## src/rtl/inv_mix_column_seq_pkg.sv

```systemverilog
// Shared GF(2^8) definitions for the AES inverse MixColumns unit:
// reduction polynomial, matrix coefficients, FSM states and xtime.
package aes_gf_pkg;

    localparam logic [7:0] AES_POLY_LO = 8'h1B;

    localparam logic [7:0] INV_MC_C0 = 8'h0E;
    localparam logic [7:0] INV_MC_C1 = 8'h0B;
    localparam logic [7:0] INV_MC_C2 = 8'h0D;
    localparam logic [7:0] INV_MC_C3 = 8'h09;

    localparam logic [1:0] FSEL_09 = 2'd0;
    localparam logic [1:0] FSEL_0B = 2'd1;
    localparam logic [1:0] FSEL_0D = 2'd2;
    localparam logic [1:0] FSEL_0E = 2'd3;

    typedef enum logic [1:0] {
        IDLE = 2'd0,
        CALC = 2'd1,
        DONE = 2'd2
    } inv_mc_state_e;

    // Multiply by x modulo the AES polynomial; the shifted-out bit is folded back.
    function automatic logic [7:0] xtime(input logic [7:0] b);
        return {b[6:0], 1'b0} ^ (b[7] ? AES_POLY_LO : 8'h00);
    endfunction

    // Maps a matrix coefficient onto the multiplier's factor select.
    function automatic logic [1:0] coef_sel(input logic [7:0] coef);
        case (coef)
            INV_MC_C3: return FSEL_09;
            INV_MC_C1: return FSEL_0B;
            INV_MC_C2: return FSEL_0D;
            default:   return FSEL_0E;
        endcase
    endfunction

endpackage

```

## src/rtl/inv_mix_column_seq_if.sv

```systemverilog
// Column-in / result-out handshake bundle for inv_mix_column_seq.
interface inv_mix_column_seq_if;

    logic        col_valid_in;
    logic        col_ready_out;
    logic [31:0] column_in;
    logic        res_valid_out;
    logic        res_ready_in;
    logic [31:0] result_out;
    logic        busy_out;

    modport slave (
        input  col_valid_in,
        input  column_in,
        input  res_ready_in,
        output col_ready_out,
        output res_valid_out,
        output result_out,
        output busy_out
    );

    modport master (
        output col_valid_in,
        output column_in,
        output res_ready_in,
        input  col_ready_out,
        input  res_valid_out,
        input  result_out,
        input  busy_out
    );

endinterface

```

## src/rtl/inv_mix_column_seq_gf_mult.sv

```systemverilog
// Combinational GF(2^8) multiply of one byte by 09, 0B, 0D or 0E,
// built from an xtime chain so no general multiplier is needed.
module inv_gf_mult
    import aes_gf_pkg::*;
(
    input  logic [7:0] byte_in,
    input  logic [1:0] factor_sel,
    output logic [7:0] product_out
);

    logic [7:0] x2;
    logic [7:0] x4;
    logic [7:0] x8;

    assign x2 = xtime(byte_in);
    assign x4 = xtime(x2);
    assign x8 = xtime(x4);

    always_comb begin
        product_out = x8 ^ x4 ^ x2;
        case (factor_sel)
            FSEL_09: product_out = x8 ^ byte_in;
            FSEL_0B: product_out = x8 ^ x2 ^ byte_in;
            FSEL_0D: product_out = x8 ^ x4 ^ byte_in;
            default: product_out = x8 ^ x4 ^ x2;
        endcase
    end

endmodule

```

## src/rtl/inv_mix_column_seq.sv

```systemverilog
// Sequential AES InvMixColumns: one output byte per cycle from a shared
// four-multiplier row MAC, result held until the downstream handshake.
module inv_mix_column_seq
    import aes_gf_pkg::*;
(
    input  logic              clk_in,
    input  logic              rst_in,
    inv_mix_column_seq_if.slave bus
);

    localparam logic [1:0] SEL_B0 = coef_sel(INV_MC_C0);
    localparam logic [1:0] SEL_B1 = coef_sel(INV_MC_C1);
    localparam logic [1:0] SEL_B2 = coef_sel(INV_MC_C2);
    localparam logic [1:0] SEL_B3 = coef_sel(INV_MC_C3);

    inv_mc_state_e state_q;
    inv_mc_state_e state_d;

    logic [31:0] src_q;
    logic [31:0] res_q;
    logic [1:0]  row_q;

    logic        accept;
    logic        calc_en;
    logic        col_ready;
    logic        res_valid;
    logic        busy;

    logic [7:0]  prod0;
    logic [7:0]  prod1;
    logic [7:0]  prod2;
    logic [7:0]  prod3;
    logic [7:0]  mac_byte;

    // The rotated src always presents s_r in the top byte, so the
    // coefficients stay fixed per byte lane.
    inv_gf_mult u_mult0 (.byte_in(src_q[31:24]), .factor_sel(SEL_B0), .product_out(prod0));
    inv_gf_mult u_mult1 (.byte_in(src_q[23:16]), .factor_sel(SEL_B1), .product_out(prod1));
    inv_gf_mult u_mult2 (.byte_in(src_q[15:8]),  .factor_sel(SEL_B2), .product_out(prod2));
    inv_gf_mult u_mult3 (.byte_in(src_q[7:0]),   .factor_sel(SEL_B3), .product_out(prod3));

    assign mac_byte = prod0 ^ prod1 ^ prod2 ^ prod3;

    always_ff @(posedge clk_in) begin
        if (rst_in) begin
            state_q <= IDLE;
        end else begin
            state_q <= state_d;
        end
    end

    always_comb begin
        state_d   = state_q;
        accept    = 1'b0;
        calc_en   = 1'b0;
        col_ready = 1'b0;
        res_valid = 1'b0;
        busy      = 1'b0;
        case (state_q)
            IDLE: begin
                col_ready = 1'b1;
                if (bus.col_valid_in) begin
                    accept  = 1'b1;
                    state_d = CALC;
                end
            end
            CALC: begin
                busy    = 1'b1;
                calc_en = 1'b1;
                if (row_q == 2'd3) begin
                    state_d = DONE;
                end
            end
            DONE: begin
                busy      = 1'b1;
                res_valid = 1'b1;
                if (bus.res_ready_in) begin
                    state_d = IDLE;
                end
            end
            default: state_d = IDLE;
        endcase
    end

    // Row holds at 3 on the last CALC cycle and is only cleared on acceptance.
    always_ff @(posedge clk_in) begin
        if (rst_in) begin
            src_q <= 32'h0;
            res_q <= 32'h0;
            row_q <= 2'd0;
        end else if (accept) begin
            src_q <= bus.column_in;
            row_q <= 2'd0;
        end else if (calc_en) begin
            res_q <= {res_q[23:0], mac_byte};
            src_q <= {src_q[23:0], src_q[31:24]};
            if (row_q != 2'd3) begin
                row_q <= row_q + 2'd1;
            end
        end
    end

    assign bus.col_ready_out = col_ready;
    assign bus.res_valid_out = res_valid;
    assign bus.busy_out      = busy;
    assign bus.result_out    = res_q;

endmodule

```

## src/flat_wrapper.sv

```systemverilog
// flat-port wrapper written by rule: the top's interface ports become plain ports
module inv_mix_column_seq_flat import aes_gf_pkg::*;
  (clk_in, rst_in, bus_col_valid_in, bus_column_in, bus_res_ready_in, bus_col_ready_out, bus_res_valid_out, bus_result_out, bus_busy_out);
  inv_mix_column_seq_if bus_i ();
  input  logic clk_in;
  input  logic rst_in;
  input wire logic [$bits(bus_i.col_valid_in)-1:0] bus_col_valid_in;
  input wire logic [$bits(bus_i.column_in)-1:0] bus_column_in;
  input wire logic [$bits(bus_i.res_ready_in)-1:0] bus_res_ready_in;
  output wire logic [$bits(bus_i.col_ready_out)-1:0] bus_col_ready_out;
  output wire logic [$bits(bus_i.res_valid_out)-1:0] bus_res_valid_out;
  output wire logic [$bits(bus_i.result_out)-1:0] bus_result_out;
  output wire logic [$bits(bus_i.busy_out)-1:0] bus_busy_out;
  assign bus_i.col_valid_in = bus_col_valid_in;
  assign bus_i.column_in = bus_column_in;
  assign bus_i.res_ready_in = bus_res_ready_in;
  assign bus_col_ready_out = bus_i.col_ready_out;
  assign bus_res_valid_out = bus_i.res_valid_out;
  assign bus_result_out = bus_i.result_out;
  assign bus_busy_out = bus_i.busy_out;
  inv_mix_column_seq u_core (.clk_in(clk_in), .rst_in(rst_in), .bus(bus_i));
endmodule
```

## config.mk

```make
export PLATFORM = sky130hd
export DESIGN_NAME = inv_mix_column_seq_flat
export DESIGN_NICKNAME = d
export VERILOG_FILES = /design/src/rtl/inv_mix_column_seq_pkg.sv /design/src/rtl/inv_mix_column_seq_if.sv /design/src/rtl/inv_mix_column_seq_gf_mult.sv /design/src/rtl/inv_mix_column_seq.sv /design/src/flat_wrapper.sv
export SDC_FILE = /design/constraint.sdc
export NUM_CORES = 1
export LEC_CHECK = 0
export BUFFER_PORTS_ARGS = -buffer_cell sky130_fd_sc_hd__buf_2
export CAP_MARGIN = 20
export CORE_MARGIN = 10
export CORE_UTILIZATION = 55
export CTS_BUF_LIST = sky130_fd_sc_hd__clkbuf_4 sky130_fd_sc_hd__clkbuf_8
export DETAILED_ROUTE_END_ITERATION = 16
export PLACE_DENSITY = 0.77
export SLEW_MARGIN = 5
export SYNTH_ARGS = -nofsm -noshare
export SYNTH_HDL_FRONTEND = slang
export SYNTH_SLANG_ARGS = --single-unit
```

## constraint.sdc

```tcl
create_clock -name clk_in -period 5.3 [get_ports clk_in]
set_clock_uncertainty 0.2 [all_clocks]
set_input_delay 0.795 -clock clk_in [delete_from_list [all_inputs] [get_ports clk_in]]
set_output_delay 0.795 -clock clk_in [all_outputs]
set_load 0.02 [all_outputs]
```

---- After elaboration in Yosys (flattened, before gate mapping) ----
Index checks and enable logic that the tools add are counted.
word-level totals
  word-level logic and storage cells ...... 66
  latch bits .............................. 0
  ROM bits ................................ 0
  bits in writable memories ............... 0
  output and inout bits ................... 35
  memories kept ........................... 0
  input port bits ......................... 36
  register bits ........................... 68
cells by class
  reductions and logical operators ........ 7
  mux-type cells .......................... 24
  bitwise gates (word level) .............. 23
  multiply operators ...................... 0
  shift-type cells ........................ 0
  divide/modulo/power cells ............... 0
  $lt $le $gt $ge ......................... 0
  add/sub/neg operators ................... 1
  equal/unequal tests ..................... 7
operators with widths
  operator                                       count
  bitwise XOR 8 bit                              14
  two-way mux 32 bit                             2
  bitwise XOR 8 x 5 -> 8 bit                     8
  two-way mux 5 bit                              12
  two-way mux 1 bit                              6
  two-way mux 2 bit                              3
  != test 2 bit, second input constant           3
  one-hot mux 2 bit (3 select lines)             1
  == test 2 bit, second input constant           2
  AND reduction 2 bit                            2
  OR reduction 2 bit                             2
  AND reduction 3 bit                            1
  adder 2 x 1 -> 2 bit, second input constant    1
  == test 2 x 1 -> 1 bit, second input constant  1
  zero test 2 bit                                1
  != test 2 x 1 -> 1 bit, second input constant  1
  nonzero test 2 bit                             1
  NOT 1 bit                                      1

---- Longest topological paths before layout ----
Gate-level depths: netlist of the first run.
  word-level depth ........................ 11
  gate-level depth with buffers ........... 7
  gate-level depth less buffers ........... 6

---- Cells and area by module ----
From an unflattened synthesis of the first run, not the netlist that was laid out.
unflattened totals
  cell total of the unflattened synthesis .. 644
  area, all modules ....................... 5,507.8 µm²
modules (own cells, without submodules)
  module              cells each  times used  seq. area each (µm²)  area an instance (µm²)
  inv_mix_column_seq  300         1           1,361.3               3,005.4
  inv_gf_mult         86          4           0.0                   625.6

---- Worst setup path before layout of the first run ----
Ideal clock, no wire load.
  path type ............................... register to register
  start point ............................. reg u_core.src_q[23]
  end point ............................... reg u_core.res_q[2], in the netlist u_core.bus.result_out[2]
  period minus slack after synthesis ...... 2.022 ns
  buffers on the path ..................... 0
  data arrival time ....................... 1.694 ns
  slack ................................... 3.278 ns
  stages on the path, launching flop included .. 6
  data required time ...................... 4.972 ns
  setup time .............................. 0.128 ns
  cell sequence ........................... dfxtp_1 xnor3_1 xnor3_2 xnor3_1 mux2i_1 nor2_1
on the way
  word-level cells in the longest chain between the ends .. 9
RTL lines
  element                                   line                              RTL
  start, declared                           inv_mix_column_seq.sv:19          logic [31:0] src_q;
  start signal, assigned                    inv_mix_column_seq.sv:92          src_q <= bus.column_in;
  start signal, assigned                    inv_mix_column_seq.sv:96          src_q <= {src_q[23:0], src_q[31:24]};
  two-way mux 5 bit                         inv_mix_column_seq_pkg.sv:25      return {b[6:0], 1'b0} ^ (b[7] ? AES_POLY_LO : 8'h00);
  bitwise XOR 8 bit                         inv_mix_column_seq_pkg.sv:25
  bitwise XOR 8 x 5 -> 8 bit (2 in series)  inv_mix_column_seq_pkg.sv:25
  bitwise XOR 8 bit (2 in series)           inv_mix_column_seq_gf_mult.sv:23  FSEL_0B: product_out = x8 ^ x2 ^ byte_in;
  bitwise XOR 8 bit (3 in series)           inv_mix_column_seq.sv:42          assign mac_byte = prod0 ^ prod1 ^ prod2 ^ prod3;
  end signal, assigned                      inv_mix_column_seq.sv:95          res_q <= {res_q[23:0], mac_byte};
  end, declared                             inv_mix_column_seq.sv:20          logic [31:0] res_q;
Every way passes these cells.
A chain may end at the register's enable or synchronous reset.

---- Final worst setup path of the first run ----
  start point ............................. reg u_core.state_q[1]
  end point ............................... reg u_core.state_q[1]
on the way
  elaborated cells on any way between the ends .. 8
  classes of those cells .................. eq/ne (5); mux (1); reduce/logical (2)
RTL lines
  element                                 line                      RTL
  start, declared                         inv_mix_column_seq.sv:16  inv_mc_state_e state_q;
  start signal, assigned                  inv_mix_column_seq.sv:48  state_q <= state_d;
  == test 2 bit (tied with other cells)   inv_mix_column_seq.sv:59  case (state_q)
  one-hot mux 2 bit (3 select lines) (*)  inv_mix_column_seq.sv:59
  named net u_core.state_d[1]             inv_mix_column_seq.sv:17  inv_mc_state_e state_d;
Mark *: on every way through the listed nets, which the timed path passes. The rest lies on a longest branch.

==> qor.yml, run 1 <==
num_vias: 2490
core_area_um2: 5991
grt_pass1_vias: 2578
dp_hpwl_mm: 5.424
power_uw: 2975
yosys_warnings: 0
num_antenna_cells: 0
cts_tree: "built"
place_congestion: 0.7530
cp.arrival_ns: 2.51
final_nets: 428
hold_path_class: "reg -> reg"
syn_inst: 326
drive_gt1_share_pct: 23.98
reg2reg_depth: 6
ctsHoldBuffers: 0
synth_seq_cells: 68
synth.yosys.seq_area_share_pct: 39.68
finalSetupViolCount: 0
post_cts_resized: 0
dieHeight_um: 98.98
nFillCells: 481
io_pins: 71
rsz0062_at_grt: "no"
grt-ovfl-total: 0
ff2ff_setup_slack_ns: 2.81
cts_htree_levels: 3
clk_latency_ns: 0.35
fin_setup_tns_ns: 0
avgSynthCellArea_um2: 10.52
clk_pin_slew_ns: 0.08
drt_iter0_markers: 152
wl_per_cell_um: 16.58
power.density_nw_per_um2: 729.0
ant_nets: 0
ir_drop_v: 0.0005416
crit_start: "u_core.state_q[1]"
cpPeakStageDelay_ns: 0.89
vias_per_cell: 5.332
drv_slew: 0
synth_area_um2: 3431
fp.dieArea_um2: 9797
max_freq_mhz: 402.0
critPathRequiredTime_ns: 5.32
finalHoldViolCount: 0
routed_wl_mm: 7.741
reg2reg_from: "u_core.state_q[1]"
port_buffers: 70
cpLargestDelayFamily: "adder cells"
die_width_um: 98.98
crit_slowest_cell: "ha_4"
hold_end: "u_core.bus.result_out[24]"
cap_viol_max_count: 0
drtPass1Iterations: 4
ys_types: 23
grt_util_all_layers_pct: 15.80
grt_max_degree: 68
cts_num_sinks: 68
drc: 0
cp_max_fo: 67
maxSlewHeadroom_pct: 25.68
area_growth_pct: 18.93
cts_buffers: 9
worstHoldPathCells: 2
finalCritPeriodShare_pct: 46.93
tightest_slew_ns: 1.115
hold_start: "u_core.bus.result_out[24]"
holdWs_ns: 0.2911
synthesis.nets: 367
final.min_clock_period_ns: 2.488
cp_num_buf_inv: 1
grt_pass1_wl_mm: 12.73
rr_endpoint: "u_core.state_q[1]"
clockBufferDepth: 2
end_kind: "flop"
postCtsSetupBuffers: 0
critPathLaunchType: "flop"
initial_core_util_pct: 57.27
outcome: "finished, final reports clean"
p_leak_uw: 0.001804
cts-root-buf: "clkbuf_8"
grt_antenna_before_repair: 0
placementRows: 28
worstSetupPathType: "reg -> reg"
path_cells: "inv_1 > ha_4 > nand2b_1 > o221ai_1 > mux2i_1 > nor2_1"
[logic make-up after synthesis]
group / count (synthesis) / synth area share [%]
and+or+nand+nor: 72 / 8.461
AOI/OAI and AO/OA: 37 / 7.987
muxes: 63 / 18.38
adders and majority gates: 5 / 1.823
DFF: 68 / 39.68
buffers and inverters: 26 / 3.027
xor gates and xnor gates: 55 / 20.64
[routing by layer]
metal / share of wire, % / up-vias / global-route usage (%) / wire length, µm
met2: 52 / 44 / 27.00 / 3994
li1: - / 1258 / - / -
met5: 0 / - / 0 / 0
met1: 43 / 1178 / 18.14 / 3324
met3: 3.9 / 10 / 4.469 / 302
met4: 1.5 / 0 / 6.174 / 119
[registers in the layout (all words and copies together) (netlist names)]
signal and count:
u_core.row_q 2, u_core.state_q 2, u_core.src_q 32, u_core.bus.result_out 32
[worst max path at each step]
stage | slack (ns) | cells past startpoint | end
final | 2.81 | 6 | u_core.state_q[1]
after CTS | 2.79 | 6 | u_core.state_q[1]
after detailed placement | 2.82 | 6 | u_core.state_q[1]
after floorplan | 3.28 | 5 | u_core.bus.result_out[2]
after global placement | 2.87 | 3 | u_core.bus.result_out[5]
after global routing | 2.62 | 6 | u_core.state_q[1]
[through the flow]
stage	std cells	area, µm²	setup WS [ns]	utilization (%)
floorplan	326	3431	3.278	-
global placement	449	3801	2.867	63.45
detailed placement	450	3821	2.815	63.78
CTS	466	4060	2.795	67.77
global route	467	4080	2.618	68.11
finish	467	4080	2.812	68.11
[cells in the mapped netlist]
library cell   n  area (µm²)
mux2i_1       63       630.6
clkbuf_1      14       52.55
xnor3_2        1       23.77
nand2b_1       6       37.54
buf_1          5       18.77
o22ai_1        4       25.02
xor3_1         3       71.32
xor2_1        14       122.6
nand2_1        1       3.750
and2_1         1       6.260
xnor3_1        9       202.7
o221ai_1       1       8.760
dfxtp_1       68        1361
nor3_1         2       10.01
nor2_1        62       232.7
xnor2_1       25       219.0
buf_2          2       10.01
inv_1          4       15.01
xnor3_4        2       52.55
ha_1           5       62.56
a211oi_1      32       240.2
buf_4          1       7.510
xnor2_2        1       16.27
[final cells by class]
class                      instances  area, µm²  share of cell area (%)
clock buffer                       9      123.9                   3.036
clock inverter                     7      115.1                   2.821
inverter                           4      15.01                  0.3680
multi-input combinational        232       1981                   48.54
sequential                        68       1361                   33.36
tap                               75      93.84                   2.300
timing repair buffer              72      390.4                   9.568
[placed cells by master (no fill, tap or decap), types with 2 or more instances in the layout]
master / n
bufinv_16: 3
clkinv_2: 2
dfxtp_1: 68
mux2i_1: 63
xnor2_1: 25
nand2b_1: 6
buf_2: 70
clkbuf_8: 9
xor3_1: 3
o22ai_1: 4
nor3_1: 2
xnor3_1: 9
clkinvlp_4: 2
inv_1: 4
buf_12: 2
ha_1: 4
xor2_1: 14
a211oi_1: 32
xnor3_4: 2
nor2_1: 62
[power breakdown]
part	leakage [µW]	internal (µW)	switching (µW)	total (µW)
registers	0.000557	620	137	757
clock network	0.000115	310	197	507
logic	0.00113	968	743	1710
total	0.00180	1900	1080	2970
[worst reg2reg max path: cells and delay by family, from the launching register on]
kind | cells | cell delay, ns
AOI/OAI and AO/OA | 1 | 0.21
adders and majority gates | 1 | 0.89
buffers and inverters | 1 | 0.13
DFF | 1 | 0.33
muxes | 1 | 0.25
and+or+nand+nor | 2 | 0.35
No activity file was read; power rests on OpenSTA's default activity.
==> inputs of run 2 (changes only) <==
==> constraint.sdc (replaced) <==
create_clock -name clk_in -period 2.6 [get_ports clk_in]
set_clock_uncertainty 0.2 [all_clocks]
set_input_delay 0.39 -clock clk_in [delete_from_list [all_inputs] [get_ports clk_in]]
set_output_delay 0.39 -clock clk_in [all_outputs]
set_load 0.02 [all_outputs]
==> run 2 against run 1 <==
Compared with the run above:
- count of clock-buffer cells in the layout increased by 4
- die area unchanged
- global-route usage increased by 0.11 points
- critical path depth decreased by 1
- total power increased by 99%
- combinational power increased by 110%
- largest cell class unchanged
- sequential share of layout area about the same
- highest routed layer unchanged
- critical path type unchanged
- non-clock buffer count increased by 4
==> qor.yml, run 2 (same netlist as run 1, synthesis figures left out) <==
die_width_um: 98.98  # unchanged
drc: 0  # unchanged
path_cells: "xnor3_1 > xnor3_2 > xnor3_1 > mux2i_1 > nor2_1"
critical_path.most_common_cell: "xnor3_1"
tightest_slew_ns: 0.6652  # -0.4497 ns
dieHeight_um: 98.98  # unchanged
clk_latency_ns: 0.34  # about the same
wl_met2_mm: 3.756  # -6.0%
cts_num_sinks: 68  # unchanged
cp_max_fo: 5  # -93%
core_area_um2: 5991  # unchanged
worstSetupPathType: "reg -> reg"
grt_pass1_vias: 2606  # +1.1%
ant_nets: 0  # unchanged
place_congestion: 0.8702  # +16%
finalCritPeriodShare_pct: 82.13  # +35 points
finalSetupViolCount: 0  # unchanged
drt_iter0_markers: 141  # -7.2%
cpLargestDelayFamily: "XOR/XNOR gates"
final_nets: 432  # +0.93%
ir_drop_v: 0.0009292  # +72%
grt_util_all_layers_pct: 15.91  # +0.11 points
end_kind: "flop"
power.internal_uw: 3753  # +98%
ff2ff_setup_slack_ns: 0.46  # -2.35 ns
cap_viol_max_count: 0  # unchanged
hold_start: "bus_column_in[5]"
seqPwrFrac_pct: 26.0  # +0.6 points
critPathRequiredTime_ns: 2.63  # -2.69 ns
power.switching_uw: 2174  # +100%
final.min_clock_period_ns: 2.135  # -0.3522 ns
cts_tree: "built"
layout_commonest_cell: "buf_2"
top_layer: "met4"
area_growth_pct: 18.89  # about the same
grt_max_degree: 42  # -38%
layout_common_cells: "buf_2, dfxtp_1, mux2i_1"
max_freq_mhz: 468.3  # +16%
holdWs_ns: 0.1294  # -0.1617 ns
maxSlewHeadroom_pct: 55.65  # +30 points
cts_htree_levels: 3  # unchanged
outcome: "finished, final reports clean"
rr_endpoint: "u_core.bus.result_out[2]"
postCtsSetupBuffers: 0  # unchanged
wl_met3_um: 349  # +16%
vias_per_cell: 5.272  # -1.1%
fin_setup_tns_ns: 0  # unchanged
clockBufferDepth: 2  # unchanged
grt_antenna_before_repair: 0  # unchanged
num_vias: 2478  # -0.48%
num_antenna_cells: 0  # unchanged
reg2reg_from: "u_core.src_q[23]"
finalHoldViolCount: 0  # unchanged
initial_core_util_pct: 57.27  # unchanged
wl_met1_mm: 3.460  # +4.1%
rsz0062_at_grt: "no"
placementRows: 28  # unchanged
worstHoldPathCells: 3  # +1
cts_buffers: 9  # unchanged
drtPass1Iterations: 4  # unchanged
hold_end: "u_core.src_q[5]"
crit_slowest_cell: "xnor3_1"
clk_pin_slew_ns: 0.07  # about the same
ctsHoldBuffers: 0  # unchanged
wl_per_cell_um: 16.44  # -0.79%
power.density_nw_per_um2: 1453  # +99%
cp_num_buf_inv: 0  # -1
reg2reg_depth: 5  # -1
swShare_pct: 36.68  # +0.47 points
grt_pass1_wl_mm: 12.89  # +1.2%
drive_gt1_share_pct: 24.56  # +0.58 points
fin_util_pct: 68.09  # about the same
dp_hpwl_mm: 5.719  # +5.4%
p_leak_uw: 0.001816  # +0.67%
fp.dieArea_um2: 9797  # unchanged
hold_path_class: "in -> reg"
grt-ovfl-total: 0  # unchanged
cp.arrival_ns: 2.17  # -0.34 ns
cts-root-buf: "clkbuf_8"
critPathLaunchType: "flop"
io_pins: 71  # unchanged
routed_wl_mm: 7.729  # -0.16%
port_buffers: 70  # unchanged
p_clk_share_pct: 14.7  # -2.3 points
drv_slew: 0  # unchanged
post_cts_resized: 0  # unchanged
cpPeakStageDelay_ns: 0.45  # -0.44 ns
pwr-share-comb_pct: 59.3  # +1.8 points
-- run 2: stage by stage --
stage / cell area [µm²] / cells / worst slack [ns] / power, µW
2_1_floorplan: 3431 / 326 / 0.5783 / 4427
3_3_place_gp: 3884 / 455 / 0.5247 / 4997
3_5_place_dp: 3884 / 455 / 0.4748 / 5074
4_1_cts: 4079 / 470 / 0.4624 / 5958
5_1_grt: 4079 / 470 / 0.3627 / 6270
6_report: 4079 / 470 / 0.4646 / 5928
-- run 2: how the worst max path moves through the flow --
stage / cells past startpoint / from / end / slack, ns
floorplan: 5 / u_core.src_q[23] / u_core.bus.result_out[2] / 0.58
global placement: 5 / u_core.src_q[23] / u_core.bus.result_out[2] / 0.52
detailed placement: 5 / u_core.src_q[23] / u_core.bus.result_out[2] / 0.47
CTS: 5 / u_core.src_q[23] / u_core.bus.result_out[2] / 0.46
global route: 5 / u_core.src_q[22] / u_core.bus.result_out[5] / 0.36
finish: 5 / u_core.src_q[23] / u_core.bus.result_out[2] / 0.46
-- run 2: area by class of cell --
cell class,instances,area (µm²)
clock buffers,13,160.2
multi-input cells,232,1981
well taps,75,93.84
repair buffers,76,432.9
flip-flops and latches,68,1361
clock inverters,2,35.03
inverters,4,15.01
fillers,487,1912
-- run 2: worst reg2reg max path, delay by kind of cell, from the launching register on --
family	cells	cell delay [ns]
XOR/XNOR	3	1.21
flip-flops	1	0.41
multiplexers	1	0.16
AND/OR/NAND/NOR	1	0.05
-- run 2: per-layer routing --
layer | global-route usage, % | vias up
li1 | - | 1258
met1 | 19.07 | 1155
met2 | 26.00 | 50
met3 | 4.399 | 15
met4 | 6.836 | 0
met5 | 0 | -
-- run 2: power by group through the flow --
| stage | sequential [µW] | combinational [µW] | clock (µW) |
|---|---|---|---|
| final | 1540 | 3510 | 871 |
| after global routing | 1570 | 3770 | 932 |
| after CTS | 1540 | 3540 | 880 |
| after detailed placement | 1560 | 3510 | 0 |
| after global placement | 1550 | 3450 | 0 |
| after floorplan | 1510 | 2920 | 0 |
